==> src/rtl/rv_lsu_ctrl_pkg.sv <==
// Shared LSU types: FSM states, funct3 size codes, trap causes.
// Also holds the alignment rule used when an access is accepted.
package rv_lsu_ctrl_pkg;

  typedef enum logic {
    IDLE = 1'b0,
    REQ  = 1'b1
  } lsu_state_t;

  localparam logic [2:0] LSU_B  = 3'd0;
  localparam logic [2:0] LSU_H  = 3'd1;
  localparam logic [2:0] LSU_W  = 3'd2;
  localparam logic [2:0] LSU_BU = 3'd4;
  localparam logic [2:0] LSU_HU = 3'd5;

  localparam logic [3:0] CAUSE_LD_MISALIGN = 4'd4;
  localparam logic [3:0] CAUSE_LD_FAULT    = 4'd5;
  localparam logic [3:0] CAUSE_ST_MISALIGN = 4'd6;
  localparam logic [3:0] CAUSE_ST_FAULT    = 4'd7;

  typedef struct packed {
    logic        load;
    logic [4:0]  rd;
    logic [2:0]  funct3;
    logic [31:0] addr;
  } lsu_rec_t;

  function automatic logic lsu_misaligned(
    input logic [2:0] f3,
    input logic [1:0] a
  );
    return ((f3[1:0] == 2'd1) && a[0]) ||
           ((f3[1:0] == 2'd2) && (a != 2'd0));
  endfunction

endpackage

==> src/rtl/rv_lsu_ctrl_extend.sv <==
// Load lane select and sign/zero extension.
// Ports: rdata (bus word), addr_lo, funct3 in; data (32-bit) out.
module rv_lsu_extend
  import rv_lsu_ctrl_pkg::*;
(
  input  logic [31:0] rdata,
  input  logic [1:0]  addr_lo,
  input  logic [2:0]  funct3,
  output logic [31:0] data
);

  logic [7:0]  b;
  logic [15:0] h;

  always_comb begin
    b    = rdata[{addr_lo, 3'b000} +: 8];
    h    = rdata[{addr_lo[1], 4'b0000} +: 16];
    data = rdata;
    unique case (1'b1)
      funct3 == LSU_B:  data = {{24{b[7]}}, b};
      funct3 == LSU_BU: data = {24'd0, b};
      funct3 == LSU_H:  data = {{16{h[15]}}, h};
      funct3 == LSU_HU: data = {16'd0, h};
      default:          data = rdata;
    endcase
  end

endmodule

==> src/rtl/rv_lsu_ctrl.sv <==
// Load/store sequencer: one req/ack bus transfer per access,
// pipeline stall, load extension, misalign and timeout traps.
module rv_lsu_ctrl
  import rv_lsu_ctrl_pkg::*;
#(
  parameter int TIMEOUT_CYCLES = 255,
  parameter int TO_WIDTH       = 16
) (
  input  logic        i_clk,
  input  logic        i_reset_n,
  input  logic        i_flush,
  input  logic        i_load,
  input  logic        i_store,
  input  logic [31:0] i_addr,
  input  logic [31:0] i_wdata,
  input  logic [3:0]  i_wsel,
  input  logic [2:0]  i_funct3,
  input  logic [4:0]  i_rd,
  output logic        o_stall,
  output logic        o_dbus_req,
  output logic        o_dbus_we,
  output logic [31:0] o_dbus_addr,
  output logic [31:0] o_dbus_wdata,
  output logic [3:0]  o_dbus_sel,
  input  logic        i_dbus_ack,
  input  logic [31:0] i_dbus_rdata,
  output logic        o_done,
  output logic        o_ld_valid,
  output logic [31:0] o_ld_data,
  output logic [4:0]  o_rd,
  output logic        o_misaligned,
  output logic        o_bus_err,
  output logic [31:0] o_trap_addr
);

  localparam logic [TO_WIDTH-1:0] TO_MAX =
    TO_WIDTH'(TIMEOUT_CYCLES - 1);

  lsu_state_t          state_q;
  lsu_state_t          state_d;
  lsu_rec_t            rec_q;
  logic [TO_WIDTH-1:0] cnt_q;
  logic                kill_q;

  logic        access;
  logic        mis;
  logic        take;
  logic        mis_evt;
  logic        ack_evt;
  logic        to_evt;
  logic        kill_now;
  logic [31:0] ext;

  rv_lsu_extend u_ext (
    .rdata   (i_dbus_rdata),
    .addr_lo (rec_q.addr[1:0]),
    .funct3  (rec_q.funct3),
    .data    (ext)
  );

  always_ff @(posedge i_clk) begin
    if (!i_reset_n) state_q <= IDLE;
    else            state_q <= state_d;
  end

  always_comb begin
    access  = i_load | i_store;
    mis     = lsu_misaligned(i_funct3, i_addr[1:0]);
    take    = 1'b0;
    mis_evt = 1'b0;
    ack_evt = 1'b0;
    to_evt  = 1'b0;
    state_d = state_q;
    unique case (state_q)
      IDLE: begin
        if (access && !i_flush) begin
          if (mis) begin
            mis_evt = 1'b1;
          end else begin
            take    = 1'b1;
            state_d = REQ;
          end
        end
      end
      REQ: begin
        if (i_dbus_ack) begin
          ack_evt = 1'b1;
          state_d = IDLE;
        end else if (cnt_q == TO_MAX) begin
          to_evt  = 1'b1;
          state_d = IDLE;
        end
      end
      default: state_d = IDLE;
    endcase
  end

  // A flush arriving on the completing cycle also kills it.
  assign kill_now   = kill_q | i_flush;
  assign o_stall    = take | (state_q == REQ);
  assign o_dbus_req = (state_q == REQ);

  always_ff @(posedge i_clk) begin
    if (!i_reset_n) begin
      o_dbus_we    <= 1'b0;
      o_dbus_addr  <= '0;
      o_dbus_wdata <= '0;
      o_dbus_sel   <= '0;
      o_done       <= 1'b0;
      o_ld_valid   <= 1'b0;
      o_ld_data    <= '0;
      o_rd         <= '0;
      o_misaligned <= 1'b0;
      o_bus_err    <= 1'b0;
      o_trap_addr  <= '0;
      rec_q        <= '0;
      cnt_q        <= '0;
      kill_q       <= 1'b0;
    end else begin
      o_done       <= 1'b0;
      o_ld_valid   <= 1'b0;
      o_misaligned <= 1'b0;
      o_bus_err    <= 1'b0;
      if (take) begin
        o_dbus_we    <= i_store;
        o_dbus_addr  <= {i_addr[31:2], 2'b00};
        o_dbus_wdata <= i_store ? i_wdata : 32'd0;
        o_dbus_sel   <= i_store ? i_wsel : 4'hf;
        rec_q.load   <= ~i_store;
        rec_q.rd     <= i_rd;
        rec_q.funct3 <= i_funct3;
        rec_q.addr   <= i_addr;
        cnt_q        <= '0;
        kill_q       <= 1'b0;
      end
      if (mis_evt) begin
        o_misaligned <= 1'b1;
        o_trap_addr  <= i_addr;
      end
      if (state_q == REQ) begin
        if (i_flush)     kill_q <= 1'b1;
        if (!i_dbus_ack) cnt_q  <= cnt_q + 1'b1;
      end
      if (ack_evt && !kill_now) begin
        o_done     <= 1'b1;
        o_ld_valid <= rec_q.load && (rec_q.rd != 5'd0);
        if (rec_q.load) begin
          o_ld_data <= ext;
          o_rd      <= rec_q.rd;
        end
      end
      if (to_evt && !kill_now) begin
        o_bus_err   <= 1'b1;
        o_trap_addr <= rec_q.addr;
      end
    end
  end

endmodule

==> config.mk <==
export PLATFORM = sky130hd
export DESIGN_NAME = rv_lsu_ctrl
export DESIGN_NICKNAME = d
export VERILOG_FILES = /design/src/rtl/rv_lsu_ctrl_pkg.sv /design/src/rtl/rv_lsu_ctrl_extend.sv /design/src/rtl/rv_lsu_ctrl.sv
export SDC_FILE = /design/constraint.sdc
export NUM_CORES = 1
export LEC_CHECK = 0
export BUFFER_PORTS_ARGS = -buffer_cell sky130_fd_sc_hd__buf_4
export CORE_MARGIN = 2
export CORE_UTILIZATION = 45
export CTS_BUF_LIST = sky130_fd_sc_hd__clkbuf_4 sky130_fd_sc_hd__clkbuf_8
export CTS_CLUSTER_DIAMETER = 50
export DETAILED_ROUTE_END_ITERATION = 12
export HOLD_SLACK_MARGIN = 0.02
export PLACE_DENSITY_LB_ADDON = 0.2
export SKIP_LAST_GASP = 1
export SYNTH_ARGS = -nofsm -noshare
export SYNTH_HDL_FRONTEND = slang
export SYNTH_SLANG_ARGS = --single-unit
==> constraint.sdc <==
create_clock -name i_clk -period 6.1 [get_ports i_clk]
set_input_delay 1.83 -clock i_clk [delete_from_list [all_inputs] [get_ports i_clk]]
set_output_delay 1.83 -clock i_clk [all_outputs]
set_load 0.03 [all_outputs]
==> results of run 1 <==
[report_power, final]
part,total [mW],switching [mW],internal [mW],leakage [nW]
logic,0.352,0.205,0.148,2.35
clock network,0.763,0.387,0.376,0.193
registers,1.17,0.0296,1.14,1.37
[flip-flops by register name, summed over array words and instances, names as in the netlist, 4 cells and up]
name,cells
o_rd,5
o_dbus_wdata,32
o_ld_data,32
o_dbus_sel,4
o_trap_addr,32
cnt_q,16
rec_q,41
[synth_stat cells (7+ instances only)]
cell type	n	area, µm²
o31ai_1	7	52.55
a22o_1	32	280.3
a21oi_1	36	180.2
o21ai_0	28	140.1
a22oi_1	33	247.7
nor3_1	11	55.05
dfxtp_1	169	3383
nand3_1	24	120.1
nand2_1	160	600.6
buf_2	8	40.04
a21boi_0	76	570.6
buf_4	32	240.2
mux2_2	10	112.6
nor2_1	38	142.6
nand4_1	8	50.05
clkbuf_1	48	180.2
o211a_1	7	70.07
nand2b_1	9	56.30
xor2_1	12	105.1
[per-stage QoR]
step | cell area [µm²] | setup WS (ns) | instances
floorplan | 7086 | 1.263 | 805
global route | 9230 | 1.271 | 1221
global placement | 8850 | 1.374 | 1189
finish | 9230 | 1.364 | 1221
detailed placement | 8850 | 1.372 | 1189
CTS | 9230 | 1.368 | 1221
[path summary, 6_finish.rpt]
kind               startpoint  cells past startpoint            end  slack [ns]
hold / removal      o_dbus_we                      1      o_dbus_we        0.46
setup reg to reg     rec_q[1]                      5  o_ld_data[21]        3.71
hold reg to reg     o_dbus_we                      1      o_dbus_we        0.46
setup / recovery  i_funct3[0]                      5        o_stall        1.36
[cells in the final DEF, fill, tap and decap left out, types with 2 or more instances in the layout]
| cell | synthesis | final |
|---|---|---|
| o21ai_0 | 28 | 28 |
| conb_1 | 1 | 2 |
| nand3_1 | 24 | 24 |
| clkinvlp_4 | 0 | 3 |
| clkinv_2 | 0 | 3 |
| a21boi_0 | 76 | 76 |
| a22oi_1 | 33 | 32 |
| nand2_1 | 160 | 160 |
| o31ai_1 | 7 | 7 |
| nor2b_1 | 3 | 3 |
| dfxtp_1 | 169 | 169 |
| inv_1 | 3 | 3 |
| a22o_1 | 32 | 32 |
| a21oi_1 | 36 | 36 |
| and2_1 | 3 | 3 |
| o211a_1 | 7 | 7 |
| a31oi_1 | 5 | 5 |
| nor3b_1 | 2 | 2 |
| nor3_1 | 11 | 10 |
| a21o_1 | 2 | 2 |
| and4_1 | 5 | 5 |
| and3_1 | 4 | 4 |
| nand4_1 | 8 | 8 |
| clkbuf_4 | 0 | 5 |
| nand2b_1 | 9 | 9 |
| nor2_1 | 38 | 38 |
| mux2i_1 | 2 | 2 |
| clkbuf_8 | 0 | 20 |
| buf_4 | 32 | 265 |
| and4b_1 | 2 | 2 |
| xnor2_1 | 3 | 3 |
| ha_1 | 2 | 2 |
| xor2_1 | 12 | 12 |
| nand3b_1 | 5 | 5 |
| mux2_2 | 10 | 10 |
[metal layers]
layer / global-route usage [%] / part of all wire (%)
met3: 5.656 / 7.2
met5: 0 / 0
met1: 28.99 / 45
met2: 34.74 / 46
met4: 8.792 / 2.4
[layout make-up]
class	count	area, µm²
Sequential cell	169	3383
Clock inverter	7	67.56
Inverter	3	11.26
Fill cell	1436	6085
Multi-Input combinational cell	541	3202
Clock buffer	25	312.8
Tap cell	211	264.0
Timing Repair Buffer	265	1989
[kinds of logic (layout without fill, tap and decap cells)]
kind of cell             Yosys count  count (layout)  share of synthesized area, %
buffers and inverters             95             300                         7.297
AND/OR/NAND/NOR                  279             279                         17.60
multiplexers                      12              12                         1.873
other                              1               2                       0.05295
flip-flops                       169             169                         47.77
adder cells (fa/ha/maj)            2               2                        0.3533
AO/OA/AOI/OAI                    231             231                         23.20
XOR/XNOR                          15              15                         1.855
[critical path, delay by kind of cell]
family / cells / cell delay, ns
compound gates: 2 / 0.55
buf+inv: 2 / 0.33
xor+xnor: 1 / 0.19
==> metrics.txt, run 1 <==
status=completed; # DRC=0; largest net degree at the start of global routing=76; Worst setup SP type=input pin; routed len/inst=~16 µm; CP Class=in -> out; post-synthesis sequential area ratio=47.77%; peak supply drop=0.1496 mV; final setup violation count=0; DIE WIDTH=approximately 130 µm; 1st-iter DRT viols=408; RSZ-0062 raised after global routing=no; Clock Sinks=169; crit path DAT=2.91 ns; Ports=between 200 and 300; DR pass1 iterations=5; most frequent CP cell=buf_4; Avg Cell Area, Syn=8.808 µm²; die boundary height=129.5 µm; Synth async-reset ratio=0%; Port Buffers=255; Synthesis Warnings=0; post-route ant nets=0; number of max-cap violations=0; layout cells sized above 1=30.89%; DIE AREA=16760 µm²; power per cell area=247.8 nW/µm²; HPWL Detailed=between 10000 and 15000 µm; CTS tree=yes; Max Buffers Root-to-Sink=2; Worst-Skew Late Latency=0.45 ns; Post-CTS Hold Fix Bufs=0; clock root cell=clkbuf_8; worst slew pin tran=1.059 ns; area grow syn2layout=30.34%; Tmin final=4.736 ns; Rel. slew slack=29.29%; Tot GR Track Use=roughly 22%; Tot Pwr=2.287 mW; CORE AREA=between 15000 and 20000 µm²; number of synthesized flops with an enable pin=0; Final Util=approximately 60%; # rows=45; Hold Fails Final Rpt=0; Avg Vias per Cell=5.174; delay of the slowest critical-path stage=0.29 ns; CP max FO=6; Post-Syn Instances=804; Hold WS=between 0.4 and 0.5 ns; Worst Path Required=4.27 ns; number of global-route vias before repair=5602; Synth Cell Area=7082 µm²; H-Tree Depth=4; Max Slew Vio Count=0; leakage power=3.911 nW; # nets final=between 1k and 1.5k; CP Capture Type=output port; Routed WL=19220 µm; final setup TNS=0 ns; clock-pin slew on the worst setup and hold paths=0.08 ns; ANT cells=0; Hold Crit Class=reg -> reg; Overflow after GRT=0; Max Fclk=0.2112 GHz; critical-path cell list=buf_4, xor2_1, a21o_1, o31ai_1, buf_4; post-CTS sizing=0; first-pass GRT wire length=29130 µm; register bit total from synthesis=169; GP Congestion=0.8502; CTS Buf Count=17; Netlist cell types=44; overall via count from detail_route=6318; crit share post-route=slightly below 80%; prevailing post-synth register cell=dfxtp_1; slowest stage cell, crit path=a21o_1; setup bufs post-CTS=0; starting density of the core=46.24%; initial antenna violation count=0; Clock Skew=0.01150 ns
Power figures use the tool's default switching activity.
==> inputs of run 2 (changes only) <==
clock period = 3.9 ns   (was 6.1 ns; I/O delays follow)
==> run 2 against run 1 <==
First-iteration DRC count shrank 23%; critical path depth stayed put; flip-flop and latch count did not move; sequential power up 56%; global-route usage grew 0.17 points; final area about the same; highest routed layer unchanged.
==> metrics.txt, run 2 (synthesis gave the netlist of run 1 again) <==
# rows=45; routed len/inst=about 16 µm; Buf/Inv on CP=2; max reg flops=41; hold endpoint=o_dbus_we; CP Capture Type=output port; DIE WIDTH=129.5 µm; clock root cell=clkbuf_8; Rel. slew slack=about 41%; # DRC=0; area grow syn2layout=30.35%; slowest stage cell, crit path=o31ai_1; Worst-Skew Late Latency=roughly 0.45 ns; H-Tree Depth=4; Worst setup SP type=input pin; RSZ-0062 raised after global routing=no; reg2reg end=o_ld_data[1]; flop-to-flop setup slack=1.81 ns; Hold Crit Class=reg -> reg; Max Fclk=between 0.2 and 0.3 GHz; R2R cell count=5; CTS Buf Count=17; first-pass GRT wire length=29390 µm; CP Class=in -> out; number of max-cap violations=0; final setup violation count=0; GP Congestion=around 0.86; DR pass1 iterations=5; Area after DPL=around 8900 µm²; Tot GR Track Use=22.19%; Clock Sinks=approximately 170; number of global-route vias before repair=between 5k and 6k; FF+latch area=3383 µm²; CP top delay family=compound AO/OA/AOI/OAI gates; die boundary height=129.5 µm; largest net degree at the start of global routing=around 60; Port Buffers=255; # nets final=between 1k and 1.5k; 1st-iter DRT viols=316; starting density of the core=46.24%; crit share post-route=89.18%; overall via count from detail_route=6319; Ports=258; Filler cells=between 1k and 1.5k; Hold Fails Final Rpt=0; leakage power=3.919 nW; Avg Vias per Cell=5.158; final non-filler cell total=1225; HP Start=o_dbus_we; initial antenna violation count=0; crit path DAT=2.31 ns; delay of the slowest critical-path stage=0.32 ns; Overflow after GRT=0; ANT cells=0; commonest non-fill, non-tap cell in the layout=buf_4; status=completed; power per cell area=379.2 nW/µm²; Routed WL=a little under 20000 µm; setup bufs post-CTS=0; layout cells sized above 1=31.16%; DIE AREA=between 15000 and 20000 µm²; most frequent CP cell=buf_4; Worst Path Required=2.73 ns; Hold WS=0.4572 ns; clock-pin slew on the worst setup and hold paths=0.08 ns; post-route ant nets=0; CP max FO=6; worst r2r src=rec_q[0]; final design area excluding fillers=approximately 9000 µm²; Tmin final=3.478 ns; critical-path cell list=buf_4, xor2_1, a21o_1, o31ai_1, buf_4; hold path cells=1; HPWL Detailed=between 10000 and 15000 µm; Post-CTS Hold Fix Bufs=0; WP depth=5; multi-input logic area=3202 µm²; CORE AREA=around 15000 µm²; final setup TNS=0 ns; largest register by flop count=rec_q; Max Slew Vio Count=0; post-CTS sizing=0; worst slew pin tran=between 0.8 and 0.9 ns; dpl cells=between 1k and 1.5k; Max Buffers Root-to-Sink=2; Clock Skew=0.01324 ns; peak supply drop=0.2747 mV; CTS tree=yes; most frequent cells in the layout=buf_4 (269), dfxtp_1 (169), nand2_1 (160)
run 2: changes by cell type in the layout (fill, tap and decap cells not counted):
cell and change:
bufinv_16 -1, clkbuf_8 -1, clkinvlp_4 -1, clkinv_4 +4, buf_4 +4, clkbuf_4 -3, clkinv_2 +2
run 2: final cells by class:
type	count	area share [%]
Inverter	3	0.1220
Timing Repair Buffer	269	21.88
Sequential cell	169	36.65
Clock buffer	21	2.995
Multi-Input combinational cell	541	34.68
Tap cell	211	2.860
Clock inverter	11	0.8132
run 2: power by group:
group          total [mW]  switching [mW]  internal [mW]
clock                1.11           0.629          0.486
sequential           1.83          0.0419           1.79
combinational       0.558           0.325          0.233
total                3.50           0.995           2.51
run 2: worst max path at each step:
stage	start	to
after floorplan	i_funct3[0]	o_stall
after global placement	i_funct3[0]	o_stall
after detailed placement	i_funct3[0]	o_stall
after CTS	i_funct3[0]	o_stall
after global routing	i_funct3[0]	o_stall
final	i_funct3[0]	o_stall
run 2: stage by stage:
step / total power, mW / setup WS [ns] / util, %
2_1_floorplan: 2.206 / 0.3825 / -
3_3_place_gp: 2.423 / 0.4974 / 57.98
3_5_place_dp: 2.426 / 0.4329 / 57.98
4_1_cts: 3.534 / 0.4283 / 60.28
5_1_grt: 3.648 / 0.3746 / 60.28
6_report: 3.500 / 0.4221 / 60.28
run 2: worst register-to-register path: stages, from the launching register on:
cell     delay (ns)
dfxtp_1        0.47
nor2b_1        0.75
mux2_2         0.41
a21oi_1        0.14
o21ai_0        0.08
o211a_1        0.14
run 2: routing by layer:
layer  global-route usage (%)  vias to the layer above  share of wire [%]
met5                        0                        -                  0
met2                    35.23                      205                 46
met4                    7.653                        0                2.1
met3                    6.441                       29                7.3
li1                         -                     3154                  -
met1                    29.05                     2931                 45
==> inputs of run 3 (changes only) <==
CELL_PAD_IN_SITES_DETAIL_PLACEMENT = 1   (was not set)
CELL_PAD_IN_SITES_GLOBAL_PLACEMENT = 1   (was not set)
CORE_UTILIZATION = 34   (was 45)
==> run 3 against run 2 <==
Hold slack improved by 0.0025 ns; clock power rose by 9.9%; wire length rose by 15%; combinational power rose by 2%; register-to-register slack got worse by 0.06 ns; critical path type unchanged; critical endpoint unchanged.
==> metrics.txt, run 3 (synthesis gave the netlist of run 1 again) <==
Worst setup SP type=input pin; final setup TNS=0 ns; starting density of the core=34.78%; crit path DAT=2.26 ns; Tot GR Track Use=about a fifth; Clock Skew=roughly 0.013 ns; final non-filler cell total=1285; DIE WIDTH=148.3 µm; DIE AREA=22000 µm²; number of global-route vias before repair=approximately 6.4k; Ports=258; hold path cells=1; setup bufs post-CTS=0; Worst Path Required=2.73 ns; 1st-iter DRT viols=around 240; final setup violation count=0; dpl cells=1253; Hold Crit Class=reg -> reg; layout cells sized above 1=roughly 31%; HPWL Detailed=15620 µm; leakage power=3.928 nW; area grow syn2layout=32.00%; Hold WS=about 0.46 ns; final design area excluding fillers=9348 µm²; crit share post-route=88.06%; most frequent cells in the layout=buf_4 (269), dfxtp_1 (169), nand2_1 (160); CORE AREA=20360 µm²; Max Fclk=0.2912 GHz; GP Congestion=0.7734; number of max-cap violations=0; Global Route met3 Usage=6.810%; overall via count from detail_route=6382; peak supply drop=0.1652 mV; Worst-Skew Late Latency=0.46 ns; # rows=52; DR pass1 iterations=4; Port Buffers=about 260; Area after DPL=8974 µm²; commonest non-fill, non-tap cell in the layout=buf_4; Max Buffers Root-to-Sink=2; initial antenna violation count=0; R2R cell count=5; CP startpoint=i_funct3[0]; Overflow after GRT=0; Max Slew Vio Count=0; post-route ant nets=0; Avg Vias per Cell=4.967; # nets final=1118; Post-CTS Hold Fix Bufs=0; met2 Use GR=32.52%; worst slew pin tran=around 0.83 ns; die boundary height=148.3 µm; RSZ-0062 raised after global routing=no; routed len/inst=17.30 µm; # DRC=0; clock root cell=clkbuf_8; CP Class=in -> out; CTS tree=yes; largest net degree at the start of global routing=41; first-pass GRT wire length=34890 µm; Clock Sinks=169; power per cell area=approximately 390 nW/µm²; global routing usage on met1=between 20% and 30%; Tmin final=around 3.4 ns; CP max FO=6; CTS Buf Count=17; Rel. slew slack=~44%; busiest layer in global routing=met2; clock-pin slew on the worst setup and hold paths=0.09 ns; status=completed; post-CTS sizing=0; worst r2r src=o_dbus_req; Hold Fails Final Rpt=0; max reg flops=about 40; CP Capture Type=output port; HP Start=o_dbus_we; ANT cells=0; largest register by flop count=rec_q; Routed WL=between 20000 and 25000 µm; H-Tree Depth=4
## run 3: cell types whose count changed in the layout (fill, tap and decap cells not counted)
cell and change:
bufinv_16 +1, clkbuf_4 -1, buf_12 +1, inv_6 +5, clkbuf_8 -1, clkinv_4 -4
clkinv_2 -2, clkinvlp_4 +2
## run 3: path summary, 6_finish.rpt
| kind | endpoint | slack [ns] |
|---|---|---|
| worst max-delay path | o_stall | 0.47 |
| worst min-delay path | o_dbus_we | 0.46 |
| worst max register to register | kill_q | 1.75 |
| worst min register to register | o_dbus_we | 0.46 |
## run 3: per-stage QoR
| step | utilization, % | worst slack, ns | power, mW |
|---|---|---|---|
| 5_1_grt | 45.90 | 0.3525 | 3.820 |
| 3_3_place_gp | 44.06 | 0.4671 | 2.437 |
| 3_5_place_dp | 44.06 | 0.4525 | 2.445 |
| 2_1_floorplan | - | 0.3825 | 2.206 |
| 4_1_cts | 45.90 | 0.4465 | 3.680 |
| 6_report | 45.90 | 0.4657 | 3.618 |
## run 3: layout make-up
| cell class | count | area (µm²) |
|---|---|---|
| sequential | 169 | 3383 |
| multi-input combinational | 541 | 3202 |
| timing repair buffer | 270 | 2039 |
| inverter | 3 | 11.26 |
| clock buffer | 19 | 255.2 |
| tap | 270 | 337.8 |
| clock inverter | 13 | 118.9 |
| fill | 2461 | 11020 |
## run 3: power breakdown
part	internal [mW]	leakage, nW	total, mW	switching, mW
Sequential	1.79	1.37	1.83	0.0458
Clock	0.535	0.183	1.22	0.683
Combinational	0.236	2.37	0.567	0.331
## run 3: worst max-delay path, cell delays in order
cell and delay, ns:
buf_4 0.12, xor2_1 0.19, a21o_1 0.29, o31ai_1 0.27, buf_4 0.21
## run 3: metal layers
layer / part of all wire, % / wire, µm / vias up
li1: - / - / 3148
met1: 46 / 10130 / 3032
met2: 46 / 10190 / 187
met3: 7.7 / 1716 / 15
met4: 0.87 / 194 / 0
met5: 0 / 0 / -
